<file path="src/rtl/game_ctrl.sv">
// Button conditioning, move-tick divider and IDLE/PLAY/OVER sequencing
// for the game logic block.
module game_ctrl #(
  parameter int MV_DIV    = 416667,
  parameter int DB_CYCLES = 250000,
  parameter int OVER_HOLD = 120
) (
  input  logic       clk,
  input  logic       rst_n,
  input  logic [2:0] btn_raw,
  input  logic       die,
  output logic [2:0] switch_in,
  output logic       current_state,
  output logic       mv,
  output logic       game_over,
  output logic [1:0] state
);

  localparam int DW = $clog2(DB_CYCLES) + 1;
  localparam int MW = $clog2(MV_DIV) + 1;
  localparam int HW = $clog2(OVER_HOLD) + 1;

  localparam logic [DW-1:0] DB_LAST  = DW'(DB_CYCLES - 1);
  localparam logic [MW-1:0] DIV_LAST = MW'(MV_DIV - 1);
  localparam logic [HW-1:0] HOLD_END = HW'(OVER_HOLD);

  typedef enum logic [1:0] {
    S_IDLE = 2'b00,
    S_PLAY = 2'b01,
    S_OVER = 2'b10
  } state_t;

  logic [2:0]    r_sync1;
  logic [2:0]    r_sync2;
  logic [2:0]    r_sw;
  logic          r_start_d;
  logic [MW-1:0] r_div;
  logic          r_mv;
  logic [HW-1:0] r_hold;
  state_t        r_state;
  state_t        w_next;
  logic          r_cur;
  logic          r_go;
  logic          w_start_rise;

  // Two-flop synchroniser for the asynchronous buttons
  always_ff @(posedge clk or negedge rst_n) begin
    if (!rst_n) begin
      r_sync1 <= '0;
      r_sync2 <= '0;
    end else begin
      r_sync1 <= btn_raw;
      r_sync2 <= r_sync1;
    end
  end

  // Per-button debounce: accept a change once it has been stable long enough
  for (genvar g = 0; g < 3; g++) begin : g_db
    logic [DW-1:0] r_cnt;
    always_ff @(posedge clk or negedge rst_n) begin
      if (!rst_n) begin
        r_cnt   <= '0;
        r_sw[g] <= 1'b0;
      end else if (r_sync2[g] == r_sw[g]) begin
        r_cnt <= '0;
      end else if (r_cnt == DB_LAST) begin
        r_cnt   <= '0;
        r_sw[g] <= ~r_sw[g];
      end else begin
        r_cnt <= r_cnt + 1'b1;
      end
    end
  end

  // Previous debounced start level for edge detection
  always_ff @(posedge clk or negedge rst_n) begin
    if (!rst_n) r_start_d <= 1'b0;
    else        r_start_d <= r_sw[2];
  end

  assign w_start_rise = r_sw[2] & ~r_start_d;

  // Free-running divider producing the registered move tick
  always_ff @(posedge clk or negedge rst_n) begin
    if (!rst_n) begin
      r_div <= '0;
      r_mv  <= 1'b0;
    end else begin
      r_mv  <= (r_div == DIV_LAST);
      r_div <= (r_div == DIV_LAST) ? '0 : r_div + 1'b1;
    end
  end

  // Move ticks spent in OVER, cleared whenever outside OVER
  always_ff @(posedge clk or negedge rst_n) begin
    if (!rst_n)                          r_hold <= '0;
    else if (r_state != S_OVER)          r_hold <= '0;
    else if (r_mv && r_hold != HOLD_END) r_hold <= r_hold + 1'b1;
  end

  // Next-state logic; die has priority over start in PLAY
  always_comb begin
    w_next = r_state;
    unique case (r_state)
      S_IDLE:  if (w_start_rise) w_next = S_PLAY;
      S_PLAY:  if (die) w_next = S_OVER;
      S_OVER:  if (r_hold == HOLD_END) w_next = S_IDLE;
      default: w_next = S_IDLE;
    endcase
  end

  // State register with registered decoded outputs
  always_ff @(posedge clk or negedge rst_n) begin
    if (!rst_n) begin
      r_state <= S_IDLE;
      r_cur   <= 1'b0;
      r_go    <= 1'b0;
    end else begin
      r_state <= w_next;
      r_cur   <= (w_next == S_PLAY);
      r_go    <= (w_next == S_OVER);
    end
  end

  assign switch_in     = r_sw;
  assign current_state = r_cur;
  assign mv            = r_mv;
  assign game_over     = r_go;
  assign state         = r_state;

endmodule

</file>
<file path="config.mk">
export PLATFORM = sky130hd
export DESIGN_NAME = game_ctrl
export DESIGN_NICKNAME = d
export VERILOG_FILES = /design/src/rtl/game_ctrl.sv
export SDC_FILE = /design/constraint.sdc
export NUM_CORES = 1
export LEC_CHECK = 0
export CAP_MARGIN = 5
export CORE_ASPECT_RATIO = 1.75
export CORE_UTILIZATION = 40
export CTS_CLUSTER_SIZE = 25
export DETAILED_ROUTE_END_ITERATION = 6
export SLEW_MARGIN = 25
export SYNTH_ARGS = -nofsm -noshare
export SYNTH_HDL_FRONTEND = slang
export SYNTH_SLANG_ARGS = --single-unit
</file>
<file path="constraint.sdc">
create_clock -name clk -period 2.5 [get_ports clk]
set_input_delay 0.375 -clock clk [delete_from_list [all_inputs] [get_ports clk]]
set_output_delay 0.375 -clock clk [all_outputs]
set_load 0.01 [all_outputs]
</file>
==> metrics.yaml, run 1 <==
grt:
  grt_max_degree: 46
  track_usage_pct: 14.7
  antenna_found_initial: 0
  grt_pass1_wl_mm: 13.3
  top_usage_layer: "met2"
  grtUsageMet2_pct: 25.5
  grt_pass1_vias: 3050
  grt_remaining_overflow: 0
  met3_usage_pct: 3.30
  grtUsageMet1_pct: 16.5
floorplanning:
  die_w_um: 82.8
  initial_core_util_pct: 41.1
  io_pins: 14
  dieHeight_um: 143
  placementRows: 51
  die-area_sq_mm: 0.0119
  core_sq_mm: 0.0111
critical_path:
  crit_family: "simple AND/OR/NAND/NOR gates"
  endpoint_kind: "flip-flop"
  arrival_ns: 2.19
  critPathLaunchType: "flip-flop"
  slowest_stage: "or4_1"
  critPathRequiredTime_ns: 2.73
  path_cells: "ha_1 > nand3_2 > or4_1 > nor3_2 > or2_1 > buf_4 > nor2_1"
  max_stage_delay_ns: 0.44
  crit_fanout: 19
  crit_buf_inv: 1
  crit_type: "reg -> reg"
routing:
  drt_pre_antenna_iters: 4
  drtAntennaViolNets: 0
  vias: 3058
  drc: 0
  drt_iter0_markers: 134
  via_per_inst: 5.16
  wl_per_cell_um: 13.1
  finalWirelength_mm: 7.76
timing:
  drv_slew: 0
  finalHoldViolCount: 0
  worst_slew_pin_slew_ns: 0.685
  setup_viol: 0
  period_minus_slack_ns: 1.96
  hold_ws_ns: 0.0204
  rsz0062_at_grt: "no"
  relSlewSlack_pct: 53.9
  fin_tns_setup_ns: 0
  max_freq_mhz: 509
  fin_skew_ns: 0.0108
  fin_crit_sh_pct: 78.6
yosys:
  async_reset_ff_share_pct: 100
  syn_area_sq_mm: 0.00456
  synth.largest_area_cell: "dfrtp_1"
  synth_cell_types: 31
  seq_area_frac_synth_pct: 54.8
  synthCells: 435
  synth_top_area_share_pct: 54.8
  synth_nets: 448
  yosys-top-cells-area: "dfrtp_1, xor2_1, nor2_1"
  synth_edf_count: 0
  yosysWarnings: 0
  yosysMostFrequentCell: "dfrtp_1"
  synthTopCellsByCount: "dfrtp_1, nor2_1, xor2_1"
  synth-main-ff-cell: "dfrtp_1"
  syn_avg_cell_area_sq_um: 10.5
  synth_seq_cells: 100
clocking:
  cts_tree: "done"
  clockBufferDepth: 2
  cts_made_buffers: 9
  insertion_delay_ns: 0.34
  post_cts_buffers: 0
  hold_buffers: 0
  clk_pin_slew_ns: 0.07
  htree_num_levels: 3
  cts_root_buffer: "clkbuf_16"
  clock-sinks: 100
  cts_resized: 0
outcome:
  status: "completed"
final_layout:
  fin_nets: 470
  drive_gt1_share_pct: 6.72
  utilization_pct: 46.3
  nFillCells: 1047
  area_growth_pct: 12.6
  insertedDiodeCount: 0
  final_area_sq_mm: 0.00514
power:
  powerDensity_mw_per_mm2: 623
  ir_drop_v: 0.000442
  power_leakage_nw: 2.24
placed_design:
  place_area_sq_mm: 0.00483
  place_congestion: 0.752
  hpwl_mm: 5.30
  io_buffers: 13
run:
  maxCapViolations: 0
min_path:
  hold_class: "in -> async"
[registers in the layout, summed over array words and instances (netlist names)]
name           flops
game_over          1
r_sync1            3
mv                 1
g_db.r_cnt        57
state              2
r_hold             8
r_div             20
r_sync2            3
r_start_d          1
switch_in          3
current_state      1
[routing by layer]
metal  wire [um]  vias to the layer above
li1            -                     1495
met1        3420                     1513
met2        3980                       39
met3         201                       11
met4         163                        0
met5           0                        -
[worst register-to-register path, cell delays in order (launching register included)]
cell and delay (ns):
dfrtp_1 0.39, ha_1 0.22, nand3_2 0.13, or4_1 0.44
nor3_2 0.23, or2_1 0.13, buf_4 0.22, nor2_1 0.09
[cell families after synthesis]
family | after synthesis | share of synthesized area (%)
simple gates | 221 | 24.2
flops | 100 | 54.8
fa+ha+maj | 7 | 1.92
buf+inv | 20 | 2.91
mux | 3 | 0.740
compound gates | 8 | 0.877
xor+xnor | 76 | 14.6
[cell type report]
cell class / count / area [sq um] / share of cell area [%]
Sequential cell: 100 / 2500 / 48.7
Multi-Input combinational cell: 315 / 1930 / 37.5
Tap cell: 132 / 165 / 3.21
Timing Repair Buffer: 19 / 185 / 3.60
Clock buffer: 10 / 229 / 4.45
Inverter: 12 / 45.0 / 0.876
Clock inverter: 5 / 85.1 / 1.65
[final timing paths]
| check | startpoint | to | slack (ns) | cells past startpoint |
|---|---|---|---|---|
| setup / recovery | g_db[0].r_cnt[0] | g_db[0].r_cnt[9] | 0.54 | 7 |
| hold / removal | rst_n | r_hold[6] | 0.02 | 1 |
| setup reg to reg | g_db[0].r_cnt[0] | g_db[0].r_cnt[9] | 0.54 | 7 |
| hold reg to reg | r_sync1[2] | r_sync2[2] | 0.35 | 0 |
| max in group asynchronous | rst_n | r_div[10] | 1.80 | 2 |
| min in group clk | r_sync1[2] | r_sync2[2] | 0.35 | 0 |
[report_power, final]
group	total, W	switching (W)	leakage, nW	internal (W)
sequential	0.00165	0.0000141	1.35	0.00163
clock	0.00147	0.000591	0.149	0.000877
combinational	0.0000841	0.0000564	0.743	0.0000277
total	0.00320	0.000662	2.24	0.00254
[per-stage QoR]
stage / total power [W] / setup slack (ns) / instances
final: 0.00320 / 0.536 / 593
after floorplan: 0.00172 / 0.693 / 435
after global routing: 0.00331 / 0.361 / 593
after global placement: 0.00176 / 0.536 / 578
after detailed placement: 0.00177 / 0.512 / 578
after CTS: 0.00324 / 0.497 / 593
[cell usage in the layout (no fill, tap or decap), types with 3 or more instances in the layout]
| cell | n |
|---|---|
| clkbuf_16 | 9 |
| and4_1 | 9 |
| xor2_1 | 45 |
| nand4_1 | 23 |
| or2_1 | 3 |
| o21ai_0 | 5 |
| nor3_2 | 3 |
| mux2_2 | 3 |
| nand3b_1 | 3 |
| a21oi_1 | 3 |
| buf_4 | 6 |
| and3_1 | 7 |
| clkdlybuf4s50_1 | 12 |
| dfrtp_1 | 100 |
| nor4_1 | 5 |
| or4_1 | 3 |
| nand2_1 | 24 |
| inv_1 | 12 |
| nor2_1 | 98 |
| xnor2_1 | 31 |
| ha_1 | 7 |
| nand3_2 | 3 |
| nand3_1 | 30 |
Power figures use the tool's default switching activity.
==> run 2: changes to the inputs <==
==> constraint.sdc (replaced) <==
create_clock -name clk -period 2.1 [get_ports clk]
set_input_delay 0.315 -clock clk [delete_from_list [all_inputs] [get_ports clk]]
set_output_delay 0.315 -clock clk [all_outputs]
set_load 0.01 [all_outputs]
==> run 2 against run 1 <==
  * Die area stayed put
  * Final area is 2.5% higher
  * Clock-buffer cell count is 1 higher
  * Sequential power is 19% higher
  * Highest routed layer unchanged
  * Critical path depth stayed put
  * Maximum frequency is 4.3% higher
  * Critical path type unchanged
==> metrics.yaml, run 2 (synthesis gave the netlist of run 1 again) <==
final_layout:
  area_growth_pct: 15.4
  mostFrequentLayoutCell: "dfrtp_1"
  fin_nets: 474  # +0.85%
  insertedDiodeCount: 0  # unchanged
  mostFrequentLayoutCells: "dfrtp_1, nor2_1, xor2_1"
  regArea_sq_mm: 0.00250  # unchanged
  drive_gt1_share_pct: 7.73  # +1.0 points
  largestRegisters: "g_db.r_cnt: 57 flops, r_div: 20 flops, r_hold: 8 flops"
  top_register: "g_db.r_cnt"
  largest_register_ffs: 57  # unchanged
  final_area_sq_mm: 0.00527  # +2.5%
  multi_input_area_sq_mm: 0.00193  # unchanged
  stdcell_count: 598  # +0.84%
  nFillCells: 1051  # +0.38%
critical_path:
  critPathLaunchType: "flip-flop"
  max_stage_delay_ns: 0.43  # about the same
  endpoint_kind: "flip-flop"
  slowest_stage: "or4_1"
  r2r_end: "g_db[1].r_cnt[7]"
  rr_worst_depth: 7  # unchanged
  arrival_ns: 2.11  # -0.08 ns
  regToRegStartpoint: "g_db[1].r_cnt[0]"
  crit_buf_inv: 1  # unchanged
  crit_type: "reg -> reg"
  crit_family: "simple AND/OR/NAND/NOR gates"
  crit_fanout: 19  # unchanged
  critPathRequiredTime_ns: 2.33  # -0.40 ns
  r2r_setup_slack_ns: 0.22  # -0.32 ns
  path_cells: "ha_1 > nand3_2 > or4_1 > nor3_2 > or2_1 > buf_12 > nor2_1"
floorplanning:
  initial_core_util_pct: 41.1  # unchanged
  placementRows: 51  # unchanged
  die-area_sq_mm: 0.0119  # unchanged
  core_sq_mm: 0.0111  # unchanged
  dieHeight_um: 143  # unchanged
  io_pins: 14  # unchanged
  die_w_um: 82.8  # unchanged
power:
  p_comb_share_pct: 2.9  # +0.3 points
  ir_drop_v: 0.000497  # +12%
  switching_share_pct: 19.3  # -1.3 points
  pwr-share-clk_pct: 48.0  # +2.1 points
  power.share.sequential_pct: 49.1  # -2.4 points
  powerDensity_mw_per_mm2: 758  # +22%
  p_total_w: 0.00399  # +25%
  internal-power_w: 0.00322  # +27%
  p_sw_w: 0.000773  # +17%
  power_leakage_nw: 2.31  # +2.8%
timing:
  finalHoldViolCount: 0  # unchanged
  period_minus_slack_ns: 1.88  # -0.0805 ns
  fin_ws_ns: 0.217  # -0.320 ns
  fin_tns_setup_ns: 0  # unchanged
  setup_viol: 0  # unchanged
  worst_slew_pin_slew_ns: 0.586  # -0.0991 ns
  relSlewSlack_pct: 61.0  # +7.0 points
  rsz0062_at_grt: "no"
  drv_slew: 0  # unchanged
  fin_crit_sh_pct: 89.7  # +11 points
  max_freq_mhz: 531  # +4.3%
  fin_skew_ns: 0.00801  # -0.00282 ns
placed_design:
  hpwl_mm: 5.29  # -0.15%
  place_congestion: 0.769  # +2.2%
  io_buffers: 13  # unchanged
  place_inst: 581  # +0.52%
  post-place-ws_ns: 0.200  # -0.312 ns
  place_area_sq_mm: 0.00490  # +1.5%
clocking:
  insertion_delay_ns: 0.34  # about the same
  cts_made_buffers: 9  # unchanged
  clock-sinks: 100  # unchanged
  htree_num_levels: 3  # unchanged
  clk_pin_slew_ns: 0.07  # about the same
  cts_root_buffer: "clkbuf_16"
  cts_tree: "done"
  clockBufferDepth: 2  # unchanged
  cts_resized: 0  # unchanged
grt:
  grt_pass1_wl_mm: 13.9  # +4.1%
  top_usage_layer: "met2"
  grtUsageMet2_pct: 27.0  # +1.6 points
  track_usage_pct: 15.2  # +0.47 points
  grt_max_degree: 45  # -2.2%
  met3_usage_pct: 3.62  # +0.32 points
  antenna_found_initial: 0  # unchanged
  grtUsageMet1_pct: 17.1  # +0.54 points
  grt_remaining_overflow: 0  # unchanged
  grt_pass1_vias: 3208  # +5.2%
routing:
  via_per_inst: 5.08  # -1.5%
  drc: 0  # unchanged
  drt_pre_antenna_iters: 4  # unchanged
  finalWirelength_mm: 7.63  # -1.6%
  drtAntennaViolNets: 0  # unchanged
  wl_per_cell_um: 12.8  # -2.4%
  drt_iter0_markers: 126  # -6.0%
  vias: 3039  # -0.62%
min_path:
  worstHoldStart: "r_sync1[0]"
  hold_class: "reg -> reg"
  hold_end: "r_sync2[0]"
  min_path_cells: 0
outcome:
  status: "completed"
run:
  maxCapViolations: 0  # unchanged
[run 2: changes by cell type in the layout (fill, tap and decap cells not counted), sizes merged]
cell,change
buf,+3
bufinv,+1
clkbuf,+1
clkinv,-1
dlygate4sd3,+1
[run 2: worst max-delay path by stage]
| stage | startpoint | endpoint | slack (ns) | cells past startpoint |
|---|---|---|---|---|
| CTS | g_db[2].r_cnt[0] | g_db[2].r_cnt[10] | 0.19 | 7 |
| finish | g_db[1].r_cnt[0] | g_db[1].r_cnt[7] | 0.22 | 7 |
| global route | g_db[1].r_cnt[0] | g_db[1].r_cnt[11] | 0.06 | 7 |
| floorplan | g_db[0].r_cnt[0] | g_db[0].r_cnt[10] | 0.29 | 8 |
| global placement | g_db[2].r_cnt[0] | g_db[2].r_cnt[10] | 0.23 | 7 |
| detailed placement | g_db[2].r_cnt[0] | g_db[2].r_cnt[11] | 0.20 | 7 |
[run 2: metal layers]
metal,share of wire [%],wire [um],vias to the layer above
met5,0,0,-
met4,1.6,119,0
met3,2.4,181,9
met2,53,4050,24
met1,43,3290,1497
li1,-,-,1509
[run 2: final cells by class]
type / instances / area share [%]
Clock inverter: 5 / 2.02
Tap cell: 132 / 3.13
Multi-Input combinational cell: 315 / 36.6
Inverter: 12 / 0.855
Timing Repair Buffer: 23 / 5.08
Sequential cell: 100 / 47.5
Clock buffer: 11 / 4.80
[run 2: per-stage QoR]
stage	hold WS, ns	utilization (%)
5_1_grt	0.358	47.5
3_3_place_gp	0.335	44.1
4_1_cts	0.351	47.5
3_5_place_dp	0.336	44.1
2_1_floorplan	0.0194	-
6_report	0.350	47.5
[run 2: repair_timing]
item	4_1_cts	5_1_grt
endpoints found under the hold margin	15	0
hold buffers	1	0
buffers inserted	0	0
[run 2: power groups by stage]
stage,combinational [W],clock [W],sequential (W)
finish,0.000114,0.00192,0.00196
global placement,0.000116,0,0.00200
global route,0.000133,0.00205,0.00196
floorplan,0.0000532,0,0.00200
detailed placement,0.000118,0,0.00200
CTS,0.000120,0.00198,0.00196
